===== config.mk =====
export PLATFORM = sky130hd
export DESIGN_NAME = bcd_scan_display
export DESIGN_NICKNAME = d
export VERILOG_FILES = /design/src/rtl/bcd_scan_display_pkg.sv /design/src/rtl/bcd_scan_display_bcd_to_7seg.sv /design/src/rtl/bcd_scan_display.sv
export SDC_FILE = /design/constraint.sdc
export NUM_CORES = 1
export LEC_CHECK = 0
export BUFFER_PORTS_ARGS = -buffer_cell sky130_fd_sc_hd__buf_4
export CAP_MARGIN = 25
export CORE_ASPECT_RATIO = 0.6
export CORE_MARGIN = 5
export CORE_UTILIZATION = 49
export DETAILED_ROUTE_END_ITERATION = 10
export GPL_TIMING_DRIVEN = 1
export PLACE_DENSITY_LB_ADDON = 0.25
export SKIP_CTS_REPAIR_TIMING = 1
export SLEW_MARGIN = 40
export SYNTH_ARGS = -nofsm -noshare
export SYNTH_HDL_FRONTEND = slang
export SYNTH_SLANG_ARGS = --single-unit

===== constraint.sdc =====
create_clock -name clk -period 2 [get_ports clk]
set_input_delay 0.1 -clock clk [delete_from_list [all_inputs] [get_ports clk]]
set_output_delay 0.1 -clock clk [all_outputs]
set_load 0.005 [all_outputs]

===== src/rtl/bcd_scan_display_pkg.sv =====
// Shared constants for the multiplexed BCD display: digit width and
// active-low seven-segment codes in {g,f,e,d,c,b,a} order.
package bcd_scan_display_pkg;

    localparam int BCD_W = 4;

    localparam logic [6:0] SEG_0    = 7'h40;
    localparam logic [6:0] SEG_1    = 7'h79;
    localparam logic [6:0] SEG_2    = 7'h24;
    localparam logic [6:0] SEG_3    = 7'h30;
    localparam logic [6:0] SEG_4    = 7'h19;
    localparam logic [6:0] SEG_5    = 7'h12;
    localparam logic [6:0] SEG_6    = 7'h02;
    localparam logic [6:0] SEG_7    = 7'h78;
    localparam logic [6:0] SEG_8    = 7'h00;
    localparam logic [6:0] SEG_9    = 7'h10;
    localparam logic [6:0] SEG_DASH = 7'h3F;
    localparam logic [6:0] SEG_OFF  = 7'h7F;

endpackage


===== src/rtl/bcd_scan_display_bcd_to_7seg.sv =====
// Combinational BCD to active-low seven-segment decoder; codes A..F show a dash
// so a corrupted counter digit is visible rather than silently blank.
module bcd_to_7seg
    import bcd_scan_display_pkg::*;
(
    input  logic [BCD_W-1:0] bcd,
    output logic [6:0]       seg_n
);

    always_comb begin
        seg_n = SEG_DASH;
        case (bcd)
            4'd0: seg_n = SEG_0;
            4'd1: seg_n = SEG_1;
            4'd2: seg_n = SEG_2;
            4'd3: seg_n = SEG_3;
            4'd4: seg_n = SEG_4;
            4'd5: seg_n = SEG_5;
            4'd6: seg_n = SEG_6;
            4'd7: seg_n = SEG_7;
            4'd8: seg_n = SEG_8;
            4'd9: seg_n = SEG_9;
            default: seg_n = SEG_DASH;
        endcase
    end

endmodule


===== src/rtl/bcd_scan_display.sv =====
// Time-multiplexed common-anode driver for NUM_DIGITS BCD digits with a shadow
// register, leading-zero blanking and a blank window at the start of each slot.
module bcd_scan_display
    import bcd_scan_display_pkg::*;
#(
    parameter int NUM_DIGITS = 4,
    parameter int SCAN_DIV   = 1000,
    parameter int BLANK_CYC  = 2,
    parameter int LZ_BLANK   = 1
) (
    input  logic                        clk,
    input  logic                        rst,
    input  logic [BCD_W*NUM_DIGITS-1:0] digits_in,
    input  logic [NUM_DIGITS-1:0]       dp_in,
    input  logic                        load,
    output logic [6:0]                  seg_n,
    output logic                        dp_n,
    output logic [NUM_DIGITS-1:0]       an_n,
    output logic                        frame_done
);

    localparam int PW = $clog2(SCAN_DIV);
    localparam int IW = (NUM_DIGITS > 1) ? $clog2(NUM_DIGITS) : 1;

    localparam logic [PW-1:0] PRESC_LAST = PW'(SCAN_DIV - 1);
    localparam logic [PW-1:0] BLANK_P    = PW'(BLANK_CYC);
    localparam logic [IW-1:0] IDX_LAST   = IW'(NUM_DIGITS - 1);

    logic [BCD_W*NUM_DIGITS-1:0] shadow_digits;
    logic [NUM_DIGITS-1:0]       shadow_dp;
    logic [PW-1:0]               presc;
    logic [IW-1:0]               idx;

    logic                  slot_end;
    logic                  frame_end;
    logic [NUM_DIGITS-1:0] keep;
    logic [BCD_W-1:0]      cur_digit;
    logic                  cur_dp;
    logic                  cur_keep;
    logic [6:0]            dec_seg;
    logic [6:0]            seg_nxt;
    logic [NUM_DIGITS-1:0] an_nxt;
    logic                  acc;

    assign slot_end  = (presc == PRESC_LAST);
    assign frame_end = slot_end && (idx == IDX_LAST);

    always_ff @(posedge clk) begin
        if (rst) begin
            shadow_digits <= '0;
            shadow_dp     <= '0;
            presc         <= '0;
            idx           <= '0;
        end else begin
            if (load) begin
                shadow_digits <= digits_in;
                shadow_dp     <= dp_in;
            end
            presc <= slot_end ? '0 : presc + 1'b1;
            if (slot_end) begin
                idx <= (idx == IDX_LAST) ? '0 : idx + 1'b1;
            end
        end
    end

    // keep[k] is set when digit k or any digit above it is non-zero; digit 0 always shows.
    always_comb begin
        keep = '1;
        acc  = 1'b0;
        for (int k = NUM_DIGITS - 1; k >= 0; k--) begin
            acc     = acc | (shadow_digits[k*BCD_W +: BCD_W] != '0);
            keep[k] = acc || (k == 0) || (LZ_BLANK == 0);
        end
    end

    always_comb begin
        cur_digit = '0;
        cur_dp    = 1'b0;
        cur_keep  = 1'b1;
        for (int k = 0; k < NUM_DIGITS; k++) begin
            if (idx == IW'(k)) begin
                cur_digit = shadow_digits[k*BCD_W +: BCD_W];
                cur_dp    = shadow_dp[k];
                cur_keep  = keep[k];
            end
        end
    end

    bcd_to_7seg u_dec (
        .bcd   (cur_digit),
        .seg_n (dec_seg)
    );

    // Segments keep the slot's value during the blank window; only the anodes go dark.
    always_comb begin
        seg_nxt = cur_keep ? dec_seg : SEG_OFF;
        an_nxt  = '1;
        if (presc >= BLANK_P) begin
            an_nxt = ~(NUM_DIGITS'(1) << idx);
        end
    end

    always_ff @(posedge clk) begin
        if (rst) begin
            seg_n      <= SEG_OFF;
            dp_n       <= 1'b1;
            an_n       <= '1;
            frame_done <= 1'b0;
        end else begin
            seg_n      <= seg_nxt;
            dp_n       <= ~cur_dp;
            an_n       <= an_nxt;
            frame_done <= frame_end;
        end
    end

endmodule


Word-level counts from Yosys, hierarchy flattened
Memories as Yosys holds them, arrays and structs flattened. A register that Yosys moved wholly into a read port is not among the register bits.
Index checks and enable logic that the tools add are counted.
Widths: inputs -> output; s select.
- add/sub/neg operators: 2
- order comparisons: 1
- eq/ne operators: 4
- shift-type cells: 1
- multiplexer cells: 12
- bitwise gates (word level): 6
- reduce and logical (&&, ||, !) cells: 8
- operators with widths (cell ; number):
    $mux 4 ; 4
    $reduce_bool 4->1 ; 3
    $add 10x1->10 const B ; 1
    $eq 10x10->1 const B ; 1
    $ge 10x2->1 const B ; 1
    $mux 1 ; 7
    $reduce_or 2->1 ; 3
    $eq 2x2->1 const B ; 2
    $not 4->4 ; 1
    $shl 1x2->4 const A ; 1
    $not 1->1 ; 3
    $add 2x1->2 const B ; 1
    $eq 2x1->1 const B ; 1
    $logic_not 2->1 ; 1
    $mux 2 ; 1
    $or 1x1->1 ; 2
    $logic_and 1x1->1 ; 1
- bits in registers: 38
- ROM bits: 112
- memories kept: 1
- memories (memory ; depth ; bits a word ; read ports ; clocked after memory_dff ; wr ports ; RTL line ; source):
    (no name shown) ; 16 ; 7 ; 1 ; 1 ; 0 ; bcd_scan_display_bcd_to_7seg.sv:12 ; case (bcd)

Longest topological paths before layout
Gate-level depths: netlist of run 1.
- depth in word-level cells: 8
- depth in mapped cells: 9
- mapped depth without buffers: 8

By module
From an unflattened synthesis of run 1, not the netlist that was laid out.
- cell total of the unflattened synthesis: 232
- area, all modules: 2143.3 um^2
- modules (own cells, without submodules) (module ; times used ; cells an instance ; area an instance (um^2)):
    bcd_scan_display ; 1 ; 201 ; 1919.3
    bcd_to_7seg ; 1 ; 31 ; 224.0

Least setup slack after synthesis of run 1
OpenSTA, ideal clock, no wires.
- path kind: flip-flop to flip-flop
- start point: register idx[1]
- end point: register seg_n[6]
- setup time: 67 ps
- arrival time: 1893 ps
- data required time: 1933 ps
- setup slack: 40 ps
- stages on the path, launching flop included: 10
- buffers on the path: 1
- clock period less this slack: 1960 ps
- cells stage by stage: dfxtp_1 > inv_1 > ha_1 > buf_6 > nand3b_1 > a211oi_4 > ha_1 > inv_1 > mux2_4 > o21ai_2
- longest elaborated chain between the ends: 6
- elaborated cells on any way between the ends: 13
- ends and longest elaborated chain (element ; RTL line ; source):
    from (decl) ; bcd_scan_display.sv:32 ; logic [IW-1:0] idx;
    from (signal assigned) ; bcd_scan_display.sv:61 ; idx <= (idx == IDX_LAST) ? '0 : idx + 1'b1;
    $eq 2x1->1 ; bcd_scan_display.sv:81 ; if (idx == IW'(k)) begin
    $mux 1 (3 in series) ; bcd_scan_display.sv:81 ;
    $not 1->1 (no line) ; n/a ;
    $reduce_or 2->1 (no line) ; n/a ;
    to (decl) ; bcd_scan_display.sv:16 ; output logic [6:0] seg_n,
Parallel ways exist; a longest one is shown, timed or not.
A chain may end at the register's enable or synchronous reset.

Worst setup path in the final report of run 1
- start point: register idx[0]
- end point: register seg_n[6]
The elaborated chain is that of the path after synthesis.

==> run metrics, run 1 <==
drt total wl=4364 um; crit path time final=1.900 ns; diodes inserted=0; top-area cell type share of the netlist area=0.4396; sequential area share after synthesis=0.4396; Simple-Gate Fraction of Synth Area=0.2070; antenna violations before repair=0; Seq cells post-synth=45; synthesized area=0.002049 mm2; adder and majority gate portion of the synthesized area=0.04274; YS warnings=0; synth top area cells=dfxtp_1, mux2i_1, nor2_1; Die Ht=60.10 um; P&R area growth vs syn=23.99%; most frequent cell after synthesis=dfxtp_1; Max-cap violations=0; Avg WL per Cell=14.08 um; worst reg2reg startpoint=idx[0]; DIE AREA=0.005618 mm2; Port Buf Inserts=35; status=completed; DRT antenna net count=0; Largest delay share family, worst path=adder cells; fin. max-slew vios=0; CTS Root Cell=clkbuf_8; Clk pin slew, worst setup/hold paths=0.09 ns; WP depth=9; Placed Instances=302; Most common cell on crit path=inv_1; Worst Setup End Kind=register; first-pass GRT wire length=7072 um; fin crit share=0.9502; slew margin rel.=0.6855; CTS tree=built; Yosys top cell by area=dfxtp_1; post-synthesis cell count=210; vias in the first global route=1,444; DIE WIDTH=93.49 um; hold_ws=0.03322 ns; largest family of logic cells by synthesized area=simple AND/OR/NAND/NOR gates; worst-path fanout max=10; Worst Setup EP=seg_n[6]; Hold Path Class=in2reg; RSZ-0062 raised after global routing=yes; Static Leak=1.060 nW; slew at the pin with the worst max-slew slack=0.4689 ns; Longest Clk Path Bufs=2; synth cell count leaders=dfxtp_1, nor2_1, mux2i_1; vias per std cell=5.129; Post-synth ARST share=0; skew final=0.009962 ns; worst r2r path cells=9; 1st-iter DRT viols=90; crit path from=idx[0]; Initial DRT Pass Iterations=4; post-synthesis compound-gate area fraction=0.1264; DP Wirelength=3077 um; vias=1,590; Startpoint Class=register; VDD IR max=0.5091 mV; ys flop type=dfxtp_1; Ports=36; Buf/Inv on CP=3; GR Overflow Total=0; GRT Total Usage=0.1621; Pwr Density=749.8 mW/mm2; Final #Nets=279; core area=0.004076 mm2; xor and xnor area share after synthesis=0.03419; number of fill cells in the layout=368; path type of the worst setup path=reg2reg; fmax=0.5262 GHz; Critical Path AT=2.13 ns; initial core utilization=0.5028; # rows=18; Final setup viols=0; Synthesized Nets=240; slowest stage delay, CP=0.40 ns; pin count of the biggest net entering global routing=32; count of final hold-check violations=0; Worst EP required=2.23 ns; post-synthesis mux area share=0.1099; gpl congestion=0.8864; Slowest-stage cell, CP=dfxtp_2; slack of the worst reg-to-reg path=0.1 ns; Worst-Skew Late Latency=0.30 ns; FF-to-FF End=seg_n[6]; CTS Buf Count=5; drc violations=0; clk sink count=45; Post-Layout Cell Count=310; syn avg cell area=9.759 um2; Cell Chain, Critical Path=inv_1 -> ha_2 -> nor3b_1 -> buf_4 -> a211oi_4 -> ha_1 -> inv_1 -> mux2_4 -> o21ai_2; layout cell share with drive strength beyond 1=0.2760; Cell variety after synth=45; Post-synth EDFFs=0; htree depth=2
[power breakdown]
group | internal [W] | leakage (nW) | switching (W)
Sequential | 0.000950 | 0.371 | 0.0000323
Combinational | 0.000132 | 0.635 | 0.000107
Clock | 0.000374 | 0.0543 | 0.000311
Total | 0.00146 | 1.06 | 0.000450
[per-stage QoR]
step                instance area, um2  utilization  power, W    TNS, ns  setup WS (ns)
finish                            2541       0.6234  0.001905          0        0.09961
global placement                  2387       0.5856  0.001235          0        0.03797
CTS                               2502       0.6139  0.001930  -0.006477      -0.006477
detailed placement                2387       0.5856  0.001239          0        0.02059
global route                      2541       0.6234  0.001999   -0.06020       -0.03489
floorplan                         2049            -  0.001134          0        0.03969
[how the worst min path moves through the flow]
stage                       start                 to  depth (start not counted)
detailed placement  digits_in[13]  shadow_digits[13]                          3
floorplan                dp_in[0]       shadow_dp[0]                          2
CTS                      dp_in[3]       shadow_dp[3]                          3
global placement     digits_in[6]   shadow_digits[6]                          3
global route             dp_in[2]       shadow_dp[2]                          3
finish                   dp_in[3]       shadow_dp[3]                          3
[cell families after synthesis]
| kind of cell | Yosys count |
|---|---|
| simple gates | 82 |
| compound gates | 28 |
| xor+xnor | 8 |
| buf+inv | 18 |
| flops | 45 |
| mux | 22 |
| fa+ha+maj | 7 |
[area by class of cell]
type / instances / area, um2 / area share
multi-input combinational: 147 / 1104 / 0.4343
sequential: 45 / 902.1 / 0.3550
timing repair buffer: 42 / 315.3 / 0.1241
tap: 60 / 75.07 / 0.02954
clock buffer: 5 / 68.82 / 0.02708
clock inverter: 3 / 46.29 / 0.01822
inverter: 8 / 30.03 / 0.01182
[flip-flops by register name, indices dropped and copies added, names as in the netlist]
signal and flops:
shadow_digits 16, presc 10, seg_n 7, an_n 4
shadow_dp 4, idx 2, dp_n 1, frame_done 1
[tightest hold or removal path, delay by kind of cell]
kind	cells	cell delay, ns
mux	1	0.05
simple gates	1	0.07
buf+inv	1	0.08
[per-layer routing]
metal / up-vias / global-route usage / routed length [um]
met3: 5 / 0.04151 / 274
li1: 811 / - / -
met5: - / 0 / 0
met4: 0 / 0.05010 / 35
met1: 730 / 0.2489 / 2350
met2: 44 / 0.2165 / 1703
[cells in the final DEF, fill, tap and decap left out, types with 2 or more instances in the layout]
master	instances
ha_1	3
a211oi_1	2
nand2_1	11
nand3_1	2
nor2_1	37
a211o_1	2
nor3b_1	4
a211oi_2	5
xnor2_1	5
a21o_1	3
inv_1	8
nor2b_1	2
ha_2	3
nand3b_1	3
mux2i_1	21
a21oi_1	3
nor3_1	4
buf_4	42
nand4_1	3
dfxtp_1	44
clkbuf_8	5
o21ai_1	4
xor2_1	3
nor4_1	4
Power figures use the tool's default switching activity.
==> inputs of run 2 (changes only) <==
PLACE_DENSITY = 0.84   (was unset)
PLACE_DENSITY_LB_ADDON = unset   (was 0.25)
==> run metrics, run 2 (same netlist as run 1, synthesis figures left out) <==
status=completed; P_int=0.001356 W; count of final hold-check violations=0; Worst Setup End Kind=register; clock network fraction of total power=0.315; Gate power share=0.134; Worst Setup EP=seg_n[6]; Longest Clk Path Bufs=2; Placed Instances=302; vias=1,609; Final setup viols=0; CTS Root Cell=clkbuf_8; Critical Path AT=2.13 ns; Startpoint Class=register; DIE WIDTH=93.49 um; crit path time final=1.891 ns; Pwr Density=711.3 mW/mm2; slew margin rel.=0.6783; worst reg2reg startpoint=idx[1]; diodes inserted=0; VDD IR max=0.3846 mV; M1 wire length=2114 um; initial core utilization=0.5028; RSZ-0062 raised after global routing=yes; P&R area growth vs syn=22.22%; switching power=0.0004257 W; Hold Path Class=in2reg; Post-Layout Cell Count=309; slack of the worst reg-to-reg path=0.11 ns; Worst EP required=2.24 ns; slew at the pin with the worst max-slew slack=0.4826 ns; core area=0.004076 mm2; Initial DRT Pass Iterations=4; max reg flops=16; skew final=0.005522 ns; met2 WL=1793 um; vias in the first global route=1,525; pin count of the biggest net entering global routing=32; slowest stage delay, CP=0.34 ns; fin. max-slew vios=0; DP Wirelength=3158 um; first-pass GRT wire length=7127 um; drc violations=0; commonest non-fill, non-tap cell in the layout=dfxtp_1; htree depth=2; Final #Nets=279; crit path from=idx[1]; Slowest-stage cell, CP=dfxtp_1; met3 WL=244 um; Max-cap violations=0; vias per std cell=5.207; Static Leak=1.047 nW; FF-to-FF End=seg_n[6]; dpl cell area=0.002387 mm2; top flop regs=shadow_digits (16), presc (10), seg_n (7); GR Overflow Total=0; # rows=18; 1st-iter DRT viols=76; commonest non-fill, non-tap cells in the layout=dfxtp_1, buf_4, nor2_1, mux2i_1, nand2_1; Clk pin slew, worst setup/hold paths=0.08 ns; GRT Total Usage=0.1660; DIE AREA=0.005618 mm2; Avg WL per Cell=13.65 um; gpl congestion=0.8131; layout cell share with drive strength beyond 1=0.2610; Ports=36; worst r2r path cells=8; CTS Buf Count=5; Cell Chain, Critical Path=inv_1 -> ha_1 -> nand3b_1 -> a221oi_4 -> ha_1 -> inv_1 -> mux2_4 -> o21ai_2; Die Ht=60.10 um; DRT antenna net count=0; Most flops, register=shadow_digits; drt total wl=4219 um; Port Buf Inserts=35; worst-path fanout max=6; Seq pwr share=0.551; post-route cell area=0.002505 mm2; Worst-Skew Late Latency=0.30 ns; uppermost layer routed=met4; fin crit share=0.9457; antenna violations before repair=0; fmax=0.5287 GHz; switching part of the total=0.2389; CTS tree=built; path type of the worst setup path=reg2reg; clk sink count=45
## run 2: cell types whose count changed in the layout (fill, tap and decap cells not counted)
cell        previous run  this run
nor3b_2                1         0
ha_2                   3         2
nor3b_1                4         5
clkbuf_8               5         6
clkinvlp_4             1         0
bufinv_16              1         0
clkinv_4               1         0
ha_1                   3         4
clkbuf_1               0         1
## run 2: cell type report
cell class	count	area (um2)
Fill cell	370	1572
Multi-Input combinational cell	147	1096
Sequential cell	45	902.1
Timing Repair Buffer	42	315.3
Clock buffer	7	86.33
Tap cell	60	75.07
Inverter	8	30.03
## run 2: layer usage
| metal | track usage | vias to the layer above |
|---|---|---|
| met5 | 0 | - |
| li1 | - | 810 |
| met4 | 0.07516 | 0 |
| met3 | 0.04025 | 7 |
| met2 | 0.2409 | 47 |
| met1 | 0.2330 | 745 |
## run 2: power by group through the flow
| stage | sequential [W] | clock, W | combinational (W) |
|---|---|---|---|
| detailed placement | 0.00100 | 0 | 0.000238 |
| global route | 0.000990 | 0.000612 | 0.000265 |
| floorplan | 0.000997 | 0 | 0.000137 |
| finish | 0.000982 | 0.000561 | 0.000239 |
| CTS | 0.000982 | 0.000575 | 0.000239 |
| global placement | 0.00100 | 0 | 0.000233 |
## run 2: worst min-delay path by stage
stage,from,slack [ns],cells past startpoint,end
floorplan,dp_in[0],0.25,2,shadow_dp[0]
global placement,digits_in[11],0.33,3,shadow_digits[11]
detailed placement,digits_in[13],0.34,3,shadow_digits[13]
CTS,dp_in[1],0.04,3,shadow_dp[1]
global route,dp_in[3],0.05,3,shadow_dp[3]
finish,digits_in[10],0.04,3,shadow_digits[10]
## run 2: through the flow
stage	setup WS, ns	hold WS, ns	total power [W]	TNS (ns)	utilization
finish	0.1086	0.03709	0.001782	0	0.6145
detailed placement	0.01112	0.3447	0.001241	0	0.5856
global placement	0.08239	0.3329	0.001234	0	0.5856
global route	-0.01416	0.04885	0.001867	-0.01416	0.6145
CTS	-0.03462	0.03554	0.001796	-0.05152	0.6068
floorplan	0.03969	0.2468	0.001134	0	-
## run 2: worst max-delay path: cells and delay by family (launching register included)
family	cells	cell delay, ns
compound gates	2	0.36
fa+ha+maj	2	0.53
buf+inv	2	0.17
flops	1	0.34
mux	1	0.26
simple gates	1	0.16
==> inputs of run 3 (changes only) <==
CELL_PAD_IN_SITES_DETAIL_PLACEMENT = 0   (was unset)
CELL_PAD_IN_SITES_GLOBAL_PLACEMENT = 2   (was unset)
CORE_ASPECT_RATIO = 1.1   (was 0.6)
CORE_UTILIZATION = 31   (was 49)
PLACE_DENSITY = 0.85   (was 0.84)
==> run metrics, run 3 (same netlist as run 1, synthesis figures left out) <==
status=completed; CTS Buf Count=5; Post-Layout Cell Count=331; Hold Path Class=in2reg; Cell Chain, Critical Path=ha_2 -> buf_4 -> nor2b_1 -> a211oi_4 -> ha_2 -> a21o_1 -> nand4_1; commonest non-fill, non-tap cells in the layout=dfxtp_1, buf_4, nor2_1, mux2i_1, nand2_1; worst-path fanout max=11; Worst EP required=2.16 ns; fmax=0.5319 GHz; Static Leak=1.056 nW; Clk pin slew, worst setup/hold paths=0.09 ns; GR Overflow Total=0; fin. max-slew vios=0; diodes inserted=0; Worst Setup EP=seg_n[3]; initial core utilization=0.3145; worst reg2reg startpoint=idx[0]; Placed Instances=323; DIE WIDTH=87.53 um; slew at the pin with the worst max-slew slack=0.4803 ns; Slowest-stage cell, CP=dfxtp_2; Longest Clk Path Bufs=2; worst r2r path cells=7; Critical Path AT=2.04 ns; first-pass GRT wire length=7031 um; fin crit share=0.9400; path type of the worst setup path=reg2reg; layout cell share with drive strength beyond 1=0.2691; VDD IR max=0.2740 mV; vias=1,565; CTS tree=built; final core utilization=0.3930; vias in the first global route=1,529; DRT antenna net count=0; met2 WL=2160 um; Most flops, register=shadow_digits; RSZ-0062 raised after global routing=no; antenna violations before repair=0; Port Buf Inserts=35; uppermost layer routed=met4; GRT Total Usage=0.1072; max reg flops=16; Ports=36; P&R area growth vs syn=24.97%; DIE AREA=0.008339 mm2; crit path time final=1.880 ns; drc violations=0; CTS Root Cell=clkbuf_8; Startpoint Class=register; core area=0.006516 mm2; met3 WL=240 um; count of final hold-check violations=0; FF-to-FF End=seg_n[3]; drt total wl=4350 um; Initial DRT Pass Iterations=4; post-route cell area=0.002561 mm2; Final setup viols=0; Max-cap violations=0; Most common cell on crit path=ha_2; gpl congestion=0.7339; clk sink count=45; slack of the worst reg-to-reg path=0.12 ns; TNS Setup=0 ns; crit path from=idx[0]; Pwr Density=751.3 mW/mm2; vias per std cell=4.728; top flop regs=shadow_digits (16), presc (10), seg_n (7); dpl cell area=0.002407 mm2; M1 wire length=1897 um; # rows=31; commonest non-fill, non-tap cell in the layout=dfxtp_1; Avg WL per Cell=13.14 um; pin count of the biggest net entering global routing=32; slew margin rel.=0.6792; number of fill cells in the layout=674; htree depth=2; skew final=0.009922 ns; Worst Setup End Kind=register; 1st-iter DRT viols=54; Final #Nets=278; Die Ht=95.28 um; DP Wirelength=3259 um; slowest stage delay, CP=0.39 ns; Worst-Skew Late Latency=0.30 ns
-- run 3: cell count changes in the layout (fill, tap and decap cells not counted) --
cell	previous run	this run
bufinv_16	0	1
nand2_1	11	12
nor3b_2	0	1
nor3b_1	5	4
ha_2	2	3
buf_4	42	41
ha_1	4	3
dfxtp_1	44	43
dfxtp_2	1	2
nand2_2	1	0
-- run 3: stage by stage --
step                      setup slack [ns]  hold WS (ns)  total power [W]
after floorplan                    0.03969        0.2468         0.001134
after global placement             0.02055        0.3348         0.001238
after detailed placement          -0.01726        0.3429         0.001241
after CTS                         -0.03780       0.03761         0.001946
after global routing              0.006437       0.03549         0.002022
final                               0.1199       0.03952         0.001924
-- run 3: worst min path at each step --
stage,start,endpoint,cells after the start
after floorplan,dp_in[0],shadow_dp[0],2
final,dp_in[2],shadow_dp[2],3
after global placement,dp_in[2],shadow_dp[2],3
after global routing,digits_in[9],shadow_digits[9],3
after detailed placement,digits_in[15],shadow_digits[15],3
after CTS,digits_in[9],shadow_digits[9],3
-- run 3: report_power, final --
group / internal, W / switching (W)
Combinational: 0.000132 / 0.000104
Clock: 0.000408 / 0.000301
Sequential: 0.000950 / 0.0000307
-- run 3: area by class of cell --
class	count	area [um2]	share of cell area
Clock buffer	7	86.33	0.03371
Clock inverter	1	30.03	0.01172
Inverter	8	30.03	0.01172
Multi-Input combinational cell	147	1101	0.4299
Sequential cell	45	903.4	0.3527
Tap cell	82	102.6	0.04006
Timing Repair Buffer	41	307.8	0.1202
-- run 3: worst max-delay path, delay by kind of cell, from the launching register on --
kind	cells	cell delay (ns)
adders and majority gates	2	0.68
DFF	1	0.39
and+or+nand+nor	2	0.31
buffers and inverters	1	0.20
AOI/OAI and AO/OA	2	0.17
-- run 3: layer usage --
| metal | up-vias | track usage |
|---|---|---|
| met1 | 723 | 0.1229 |
| li1 | 811 | - |
| met3 | 6 | 0.03198 |
| met5 | - | 0 |
| met2 | 25 | 0.1891 |
| met4 | 0 | 0.03453 |
